--- src/rtl/split_counter_if.sv ---
// Control and status bundle for split_counter: increment/load requests in,
// registered count and trigger status out.
interface split_counter_if #(
  parameter int unsigned CW = 4
) ();
  logic          en;
  logic          load;
  logic [CW-1:0] load_val;
  logic [CW-1:0] count;
  logic          wrap;
  logic          trigger;
  logic          fired;

  modport master (
    output en, load, load_val,
    input  count, wrap, trigger, fired
  );

  modport slave (
    input  en, load, load_val,
    output count, wrap, trigger, fired
  );
endinterface

--- src/rtl/split_counter.sv ---
// Segmented up-counter held as per-segment registers with a combinational or
// registered carry chain, plus a one-shot trigger on reaching TRIGGER_VALUE.
module split_counter #(
  parameter int unsigned SEG_WIDTH     = 2,
  parameter int unsigned NUM_SEGS      = 2,
  parameter int unsigned CARRY_REG     = 0,
  localparam int unsigned CW           = SEG_WIDTH * NUM_SEGS,
  parameter logic [CW-1:0] TRIGGER_VALUE = {CW{1'b1}}
) (
  input logic           clk,
  input logic           reset,
  split_counter_if.slave bus
);

  localparam int NSeg = int'(NUM_SEGS);
  localparam int unsigned NumCarry = (NUM_SEGS > 1) ? NUM_SEGS - 1 : 1;
  localparam logic [SEG_WIDTH-1:0] SegOnes = '1;
  localparam logic [SEG_WIDTH-1:0] SegOne  = SEG_WIDTH'(1);

  logic [SEG_WIDTH-1:0] seg_q [NUM_SEGS];
  logic [SEG_WIDTH-1:0] seg_d [NUM_SEGS];
  logic [NUM_SEGS-1:0]  inc;
  logic [NUM_SEGS-1:0]  at_ones;
  logic [NumCarry-1:0]  carry_q, carry_d;
  logic                 wrap_q, wrap_d;
  logic                 trigger_q, fired_q, match_prev_q;
  logic                 match;
  logic [CW-1:0]        count;

  always_comb begin
    logic ripple;
    inc     = '0;
    at_ones = '0;
    carry_d = '0;
    count   = '0;
    ripple  = bus.en & ~bus.load;
    for (int i = 0; i < NSeg; i++) begin
      at_ones[i] = (seg_q[i] == SegOnes);
      // Registered mode: upper segments step only on the stored carry, not on en.
      if (i > 0 && CARRY_REG != 0) begin
        inc[i] = carry_q[i-1] & ~bus.load;
      end else begin
        inc[i] = ripple;
      end
      ripple = ripple & at_ones[i];
    end
    for (int i = 0; i < NSeg - 1; i++) begin
      carry_d[i] = inc[i] & at_ones[i] & ~bus.load;
    end
    for (int i = 0; i < NSeg; i++) begin
      if (bus.load) begin
        seg_d[i] = bus.load_val[i*SEG_WIDTH +: SEG_WIDTH];
      end else if (inc[i]) begin
        seg_d[i] = seg_q[i] + SegOne;
      end else begin
        seg_d[i] = seg_q[i];
      end
      count[i*SEG_WIDTH +: SEG_WIDTH] = seg_q[i];
    end
    wrap_d = ~bus.load & inc[NUM_SEGS-1] & at_ones[NUM_SEGS-1];
    match  = (count == TRIGGER_VALUE);
  end

  always_ff @(posedge clk or posedge reset) begin
    if (reset) begin
      for (int i = 0; i < NSeg; i++) begin
        seg_q[i] <= '0;
      end
      carry_q      <= '0;
      wrap_q       <= 1'b0;
      trigger_q    <= 1'b0;
      fired_q      <= 1'b0;
      // A zero trigger value must not fire straight out of reset.
      match_prev_q <= (TRIGGER_VALUE == '0);
    end else begin
      for (int i = 0; i < NSeg; i++) begin
        seg_q[i] <= seg_d[i];
      end
      carry_q      <= carry_d;
      wrap_q       <= wrap_d;
      match_prev_q <= match;
      trigger_q    <= match & ~match_prev_q;
      fired_q      <= fired_q | (match & ~match_prev_q);
    end
  end

  assign bus.count   = count;
  assign bus.wrap    = wrap_q;
  assign bus.trigger = trigger_q;
  assign bus.fired   = fired_q;

endmodule

--- src/flat_wrapper.sv ---
// flat-port wrapper written by rule: the top's interface ports become plain ports
module split_counter_flat 
#(
  parameter int unsigned SEG_WIDTH     = 2,
  parameter int unsigned NUM_SEGS      = 2,
  parameter int unsigned CARRY_REG     = 0,
  localparam int unsigned CW           = SEG_WIDTH * NUM_SEGS,
  parameter logic [CW-1:0] TRIGGER_VALUE = {CW{1'b1}}
)
  (clk, reset, bus_en, bus_load, bus_load_val, bus_count, bus_wrap, bus_trigger, bus_fired);
  split_counter_if #(.CW(4)) bus_i ();
  input logic clk;
  input logic reset;
  input wire logic [$bits(bus_i.en)-1:0] bus_en;
  input wire logic [$bits(bus_i.load)-1:0] bus_load;
  input wire logic [$bits(bus_i.load_val)-1:0] bus_load_val;
  output wire logic [$bits(bus_i.count)-1:0] bus_count;
  output wire logic [$bits(bus_i.wrap)-1:0] bus_wrap;
  output wire logic [$bits(bus_i.trigger)-1:0] bus_trigger;
  output wire logic [$bits(bus_i.fired)-1:0] bus_fired;
  assign bus_i.en = bus_en;
  assign bus_i.load = bus_load;
  assign bus_i.load_val = bus_load_val;
  assign bus_count = bus_i.count;
  assign bus_wrap = bus_i.wrap;
  assign bus_trigger = bus_i.trigger;
  assign bus_fired = bus_i.fired;
  split_counter #(.SEG_WIDTH(SEG_WIDTH), .NUM_SEGS(NUM_SEGS), .CARRY_REG(CARRY_REG), .TRIGGER_VALUE(TRIGGER_VALUE)) u_core (.clk(clk), .reset(reset), .bus(bus_i));
endmodule
--- config.mk ---
export PLATFORM = sky130hd
export DESIGN_NAME = split_counter_flat
export DESIGN_NICKNAME = d
export VERILOG_FILES = /design/src/rtl/split_counter_if.sv /design/src/rtl/split_counter.sv /design/src/flat_wrapper.sv
export SDC_FILE = /design/constraint.sdc
export NUM_CORES = 1
export LEC_CHECK = 0
export BUFFER_PORTS_ARGS = -buffer_cell sky130_fd_sc_hd__buf_2
export CAP_MARGIN = 10
export CORE_AREA = 2 2 39 41
export DETAILED_ROUTE_END_ITERATION = 6
export DIE_AREA = 0 0 41 43
export PLACE_DENSITY = 0.62
export SLEW_MARGIN = 10
export SYNTH_ARGS = -nofsm -noshare
export SYNTH_HDL_FRONTEND = slang
export SYNTH_SLANG_ARGS = --single-unit
--- constraint.sdc ---
create_clock -name clk -period 1.6 [get_ports clk]
set_input_delay 0.32 -clock clk [delete_from_list [all_inputs] [get_ports clk]]
set_output_delay 0.32 -clock clk [all_outputs]
set_load 0.005 [all_outputs]
==> results of run 1 <==
[kinds of logic after synthesis]
kind of cell | after synthesis
fa+ha+maj | 2
buf+inv | 3
xor+xnor | 1
compound gates | 6
flops | 8
simple gates | 10
mux | 1
[power groups by stage]
stage / logic, uW / clock network, uW / registers (uW)
finish: 92.6 / 151 / 243
global route: 108 / 176 / 247
CTS: 95.1 / 162 / 243
detailed placement: 94.3 / 0 / 246
global placement: 92.3 / 0 / 245
floorplan: 52.5 / 0 / 247
[placed cells by master (no fill, tap or decap), types with 2 or more instances in the layout]
cell / synthesis / layout
ha_1: 2 / 2
dfrtp_1: 8 / 8
inv_1: 2 / 2
buf_2: 0 / 14
clkbuf_4: 0 / 3
nand2_1: 4 / 4
o21ai_0: 2 / 2
[synth_stat cells (all sizes together)]
cell / instances
ha: 2
nor2b: 1
dfrtp: 8
o31a: 1
xnor2: 1
nor3b: 1
inv: 2
nor4bb: 1
nor2: 1
or2b: 1
buf: 1
nand2: 4
a21boi: 1
o21ai: 2
and3: 1
mux2i: 1
o21bai: 1
a221o: 1
[metal layers]
| layer | up-vias | GRT usage, % |
|---|---|---|
| li1 | 140 | - |
| met1 | 129 | 11.80 |
| met2 | 13 | 15.63 |
| met3 | 0 | 3.665 |
| met4 | 0 | 12.00 |
| met5 | - | 0 |
[worst register-to-register path, cell delays in order (launching register included)]
cell	delay, ns
dfrtp_1	0.42
ha_1	0.30
and3_1	0.17
o31a_1	0.27
[worst max-delay path by stage]
stage,endpoint,cells past startpoint,slack [ns]
2_1_floorplan,u_core.bus.count[3],3,0.35
3_3_place_gp,u_core.bus.count[3],3,0.35
3_5_place_dp,u_core.bus.count[3],3,0.33
4_1_cts,u_core.bus.count[3],3,0.32
5_1_grt,u_core.bus.count[3],3,0.29
6_report,u_core.bus.count[3],3,0.33
[stage by stage]
step                      hold slack, ns  instances  cell area [um2]  worst slack, ns  total power [uW]
after CTS                        0.01013         63            479.2           0.3207             499.8
after global placement            0.2773         60            456.7           0.3489             337.5
after floorplan                   0.1357         31            377.9           0.3480             300.0
after global routing             0.02390         63            479.2           0.2922             530.2
after detailed placement          0.2876         60            456.7           0.3312             340.5
final                           0.008285         63            479.2           0.3275             485.9
[state kept, by name (all words and copies together), names as in the netlist]
signal,flops
u_core.match_prev_q,1
u_core.bus.count,4
u_core.bus.fired,1
u_core.bus.wrap,1
u_core.bus.trigger,1
[layout make-up]
| cell class | count | area [um2] | share of cell area, % |
|---|---|---|---|
| multi-input combinational | 20 | 158.9 | 33.16 |
| inverter | 2 | 7.507 | 1.567 |
| sequential | 8 | 200.2 | 41.78 |
| timing repair buffer | 14 | 70.07 | 14.62 |
| tap | 16 | 20.02 | 4.178 |
| clock buffer | 3 | 22.52 | 4.700 |
==> results.toml, run 1 <==
[timing]
hold_violations = 0
period_share_pct = 79.53
tns_ns = 0
worst_pin_slew_ns = 0.3127
relSlewSlack_pct = 79.13
fin_skew_ns = 0.003267
finalSetupViolations = 0
slew_viol_final = 0
fin_crit_ns = 1.273
max_clock_freq_mhz = 785.8
rsz0062_at_grt = "no"

[yosys]
synth_compound_area_share_pct = 11.59
netlist_top_cells_area = "dfrtp_1 53%, ha_1 6.6%, nor4bb_4 6.6%"
yosys.area_share.simple_pct = 18.87
yosysSeqAreaShare_pct = 52.98
avgSynthCellArea_um2 = 12.19
synth_cells = 31
synthAdderAreaFrac_pct = 6.623
syn-cell-area_um2 = 377.9
muxShareOfSynthArea_pct = 2.649
synth_top_family_by_area = "simple AND/OR/NAND/NOR gates"
yosys.area.top_type_share_pct = 52.98
synth-xor-area-share_pct = 2.318
synth_nets = 41
synth_top_area_cell = "dfrtp_1"
synth-seq-cells = 8
synth.distinct_cells = 18
yosys_warnings = 0

[power_and_ir_drop]
powerDensity_nw_per_um2 = 1014
max-vdd-ir-drop_mv = 0.3505
power_frac_seq_pct = 50.0
p_sw_uw = 122.7
p_int_uw = 363.2
p_leak_uw = 0.0002514
p_comb_share_pct = 19.0
switching_share_pct = 25.25
pwr-share-clk_pct = 31.0

[drt]
dr_wl_met3_um = 59
drt_iter0_drc = 5
drc = 0
num_vias = 282
postRouteAntennaNets = 0
route.met2.wl_um = 353
via_per_inst = 4.476
dr.pass1.iters = 4
wl_met1_um = 297
wl_per_cell_um = 11.25
top_layer_used = "met3"
wirelength_um = 709

[critical_path]
path_buf_inv = 0
crit_fanout = 4
reg2reg_from = "u_core.bus.count[2]"
r2r_end = "u_core.bus.count[3]"
worstSetupPathType = "reg2reg"
reg2reg_depth = 3
cp-start-kind = "flip-flop"
r2r_slack_ns = 0.33
cp-startpoint = "u_core.bus.count[2]"
critPathTopFamily = "flip-flops"
end_kind = "flip-flop"
critical-path-slowest-cell = "dfrtp_1"
worstPathRequired_ns = 1.74
path_cells = "ha_1 -> and3_1 -> o31a_1"
critPathMaxStageDelay_ns = 0.42
cp.arrival_ns = 1.41

[cts]
clk_pin_slew_ns = 0.05
cts_resized = 0
clkLatencyLatePin_ns = 0.25
clockBufferDepth = 2
h-tree-depth = 1
cts-root-buf = "clkbuf_4"
numCtsBuffers = 3
post_cts_buffers = 0
cts.sinks = 8
cts_tree = "done"
holdBufCountCts = 0

[die]
start_util_pct = 27.31
dieArea_um2 = 1763
num_rows = 14
core_area_um2 = 1384
ios = 15
die_height_um = 43
fp.dieW_um = 41

[hold_path]
hp-class = "in2async"

[final_layout]
final.fill_count = 145
diodes = 0
area_growth_syn_to_layout_pct = 26.82
finish.utilization_pct = 34.63
layout-drive-gt1-share_pct = 38.30
layout.nets = 59

[flow_run]
cap_violations = 0

[placed_design]
io_buffers = 14
gp_congestion = 0.6220

[global_route]
antenna_found_initial = 0
grt_overflow_total = 0
grt_max_degree = 11
grt_pass1_vias = 275
grt_pass1_wl_um = 1228
grtUsageTotal_pct = 11.21

[status]
outcome = "finished clean"
(Power assumes the default switching activity.)
==> inputs of run 2 (changes only) <==
Clock period 1.6 ns to 1.2 ns, I/O delays scaled along.
==> results.toml, run 2 (synthesis results as in run 1) <==
[power_and_ir_drop]
switching_share_pct = 25.39
max-vdd-ir-drop_mv = 0.4782
p_comb_share_pct = 23.6
powerDensity_nw_per_um2 = 1305
p_int_uw = 511.5
p_sw_uw = 174.1
pwr-share-clk_pct = 30.2
p_leak_uw = 0.0002743
power_frac_seq_pct = 46.2

[drt]
num_vias = 303
wirelength_um = 702
wl_per_cell_um = 10.32
dr.pass1.iters = 1
drt_iter0_drc = 0
via_per_inst = 4.456
postRouteAntennaNets = 0
drc = 0

[die]
num_rows = 14
start_util_pct = 27.31
fp.dieW_um = 41
ios = 15
core_area_um2 = 1384
dieArea_um2 = 1763
die_height_um = 43

[placed_design]
gp_congestion = 0.6572
post-dp-hpwl_um = 550
io_buffers = 14
post-place-ws_ns = 0.02590

[cts]
cts-root-buf = "clkbuf_4"
numCtsBuffers = 3
clkLatencyLatePin_ns = 0.25
clk_pin_slew_ns = 0.06
h-tree-depth = 1
clockBufferDepth = 2
cts_tree = "done"
cts.sinks = 8

[critical_path]
cp.arrival_ns = 1.31
crit_fanout = 2
worstSetupPathType = "reg2reg"
worstPathRequired_ns = 1.34
end_kind = "flip-flop"
cp-start-kind = "flip-flop"

[final_layout]
layout.cells.most_common = "buf_2"
largest_register_ffs = 4
diodes = 0
area_growth_syn_to_layout_pct = 39.07
layout-drive-gt1-share_pct = 44.23
final.fill_count = 144
mostFrequentLayoutCells = "14 x buf_2, 8 x dfrtp_1, 4 x nand2_1"
multi_input_area_um2 = 161.4
finish.utilization_pct = 37.97
regArea_um2 = 200.2
layout.nets = 64

[timing]
finalSetupViolations = 0
relSlewSlack_pct = 79.17
fin_skew_ns = 0.006759
period_share_pct = 96.83
slew_viol_final = 0
hold_violations = 0
max_clock_freq_mhz = 860.6
setup_ws_ns = 0.03801
holdWs_ns = 0.1943
fin_crit_ns = 1.162
rsz0062_at_grt = "yes"
worst_pin_slew_ns = 0.3121

[flow_run]
cap_violations = 0

[global_route]
grt_overflow_total = 0
grt_pass1_vias = 269
grtUsageTotal_pct = 9.980
grt_max_degree = 11
antenna_found_initial = 0
grt_pass1_wl_um = 1104

[status]
outcome = "finished clean"

[hold_path]
hp-class = "in2reg"
run 2: changes by cell type in the layout (fill, tap and decap cells not counted):
| cell | before | now |
|---|---|---|
| buf_4 | 0 | 3 |
| buf_6 | 0 | 1 |
| dlygate4sd3_1 | 0 | 1 |
| ha_1 | 2 | 1 |
| ha_2 | 0 | 1 |
run 2: final timing paths:
kind | start | to | slack [ns] | cells after the start
min | bus_load_val[0] | u_core.bus.count[0] | 0.19 | 3
max reg2reg | u_core.bus.count[2] | u_core.bus.count[3] | 0.04 | 3
max | u_core.bus.count[2] | u_core.bus.count[3] | 0.04 | 3
min reg2reg | u_core.match_prev_q | u_core.bus.trigger | 0.42 | 1
min in group asynchronous | reset | u_core.bus.count[3] | 0.47 | 3
max in group asynchronous | reset | u_core.bus.count[1] | 0.49 | 3
run 2: worst max-delay path, cell delays in order (launching register included):
cell	delay, ns
dfrtp_1	0.40
ha_1	0.29
and3_1	0.14
o31a_1	0.23
run 2: layer usage:
layer  part of all wire (%)  global-route usage [%]
met2                     49                   11.88
met4                    2.7                   12.00
met3                    6.8                   2.094
met1                     41                   12.70
met5                      0                       0
run 2: repair_timing:
item                                   in CTS  in global routing
setup endpoints to repair                   0                  3
resized for setup                           0                  2
setup buffers                               0                  0
endpoints found under the hold margin       8                  0
hold buffers                                1                  0
run 2: final cells by class:
cell class / count / area share (%)
well taps: 16 / 3.810
multi-input cells: 20 / 30.71
repair buffers: 19 / 21.67
flip-flops and latches: 8 / 38.10
clock buffers: 3 / 4.286
inverters: 2 / 1.429
run 2: per-stage QoR:
stage	cells	setup TNS [ns]	area [um2]	total power [uW]
after CTS	68	0	519.2	695.2
after detailed placement	64	0	486.7	479.4
final	68	0	525.5	685.6
after global placement	64	0	486.7	475.9
after global routing	68	-0.0001287	525.5	748.2
after floorplan	31	0	377.9	399.9
run 2: power groups by stage:
stage / combinational (uW) / clock (uW) / sequential (uW)
after CTS: 162 / 217 / 316
after global placement: 156 / 0 / 320
final: 162 / 207 / 317
after detailed placement: 158 / 0 / 322
after global routing: 185 / 242 / 321
after floorplan: 69.9 / 0 / 330
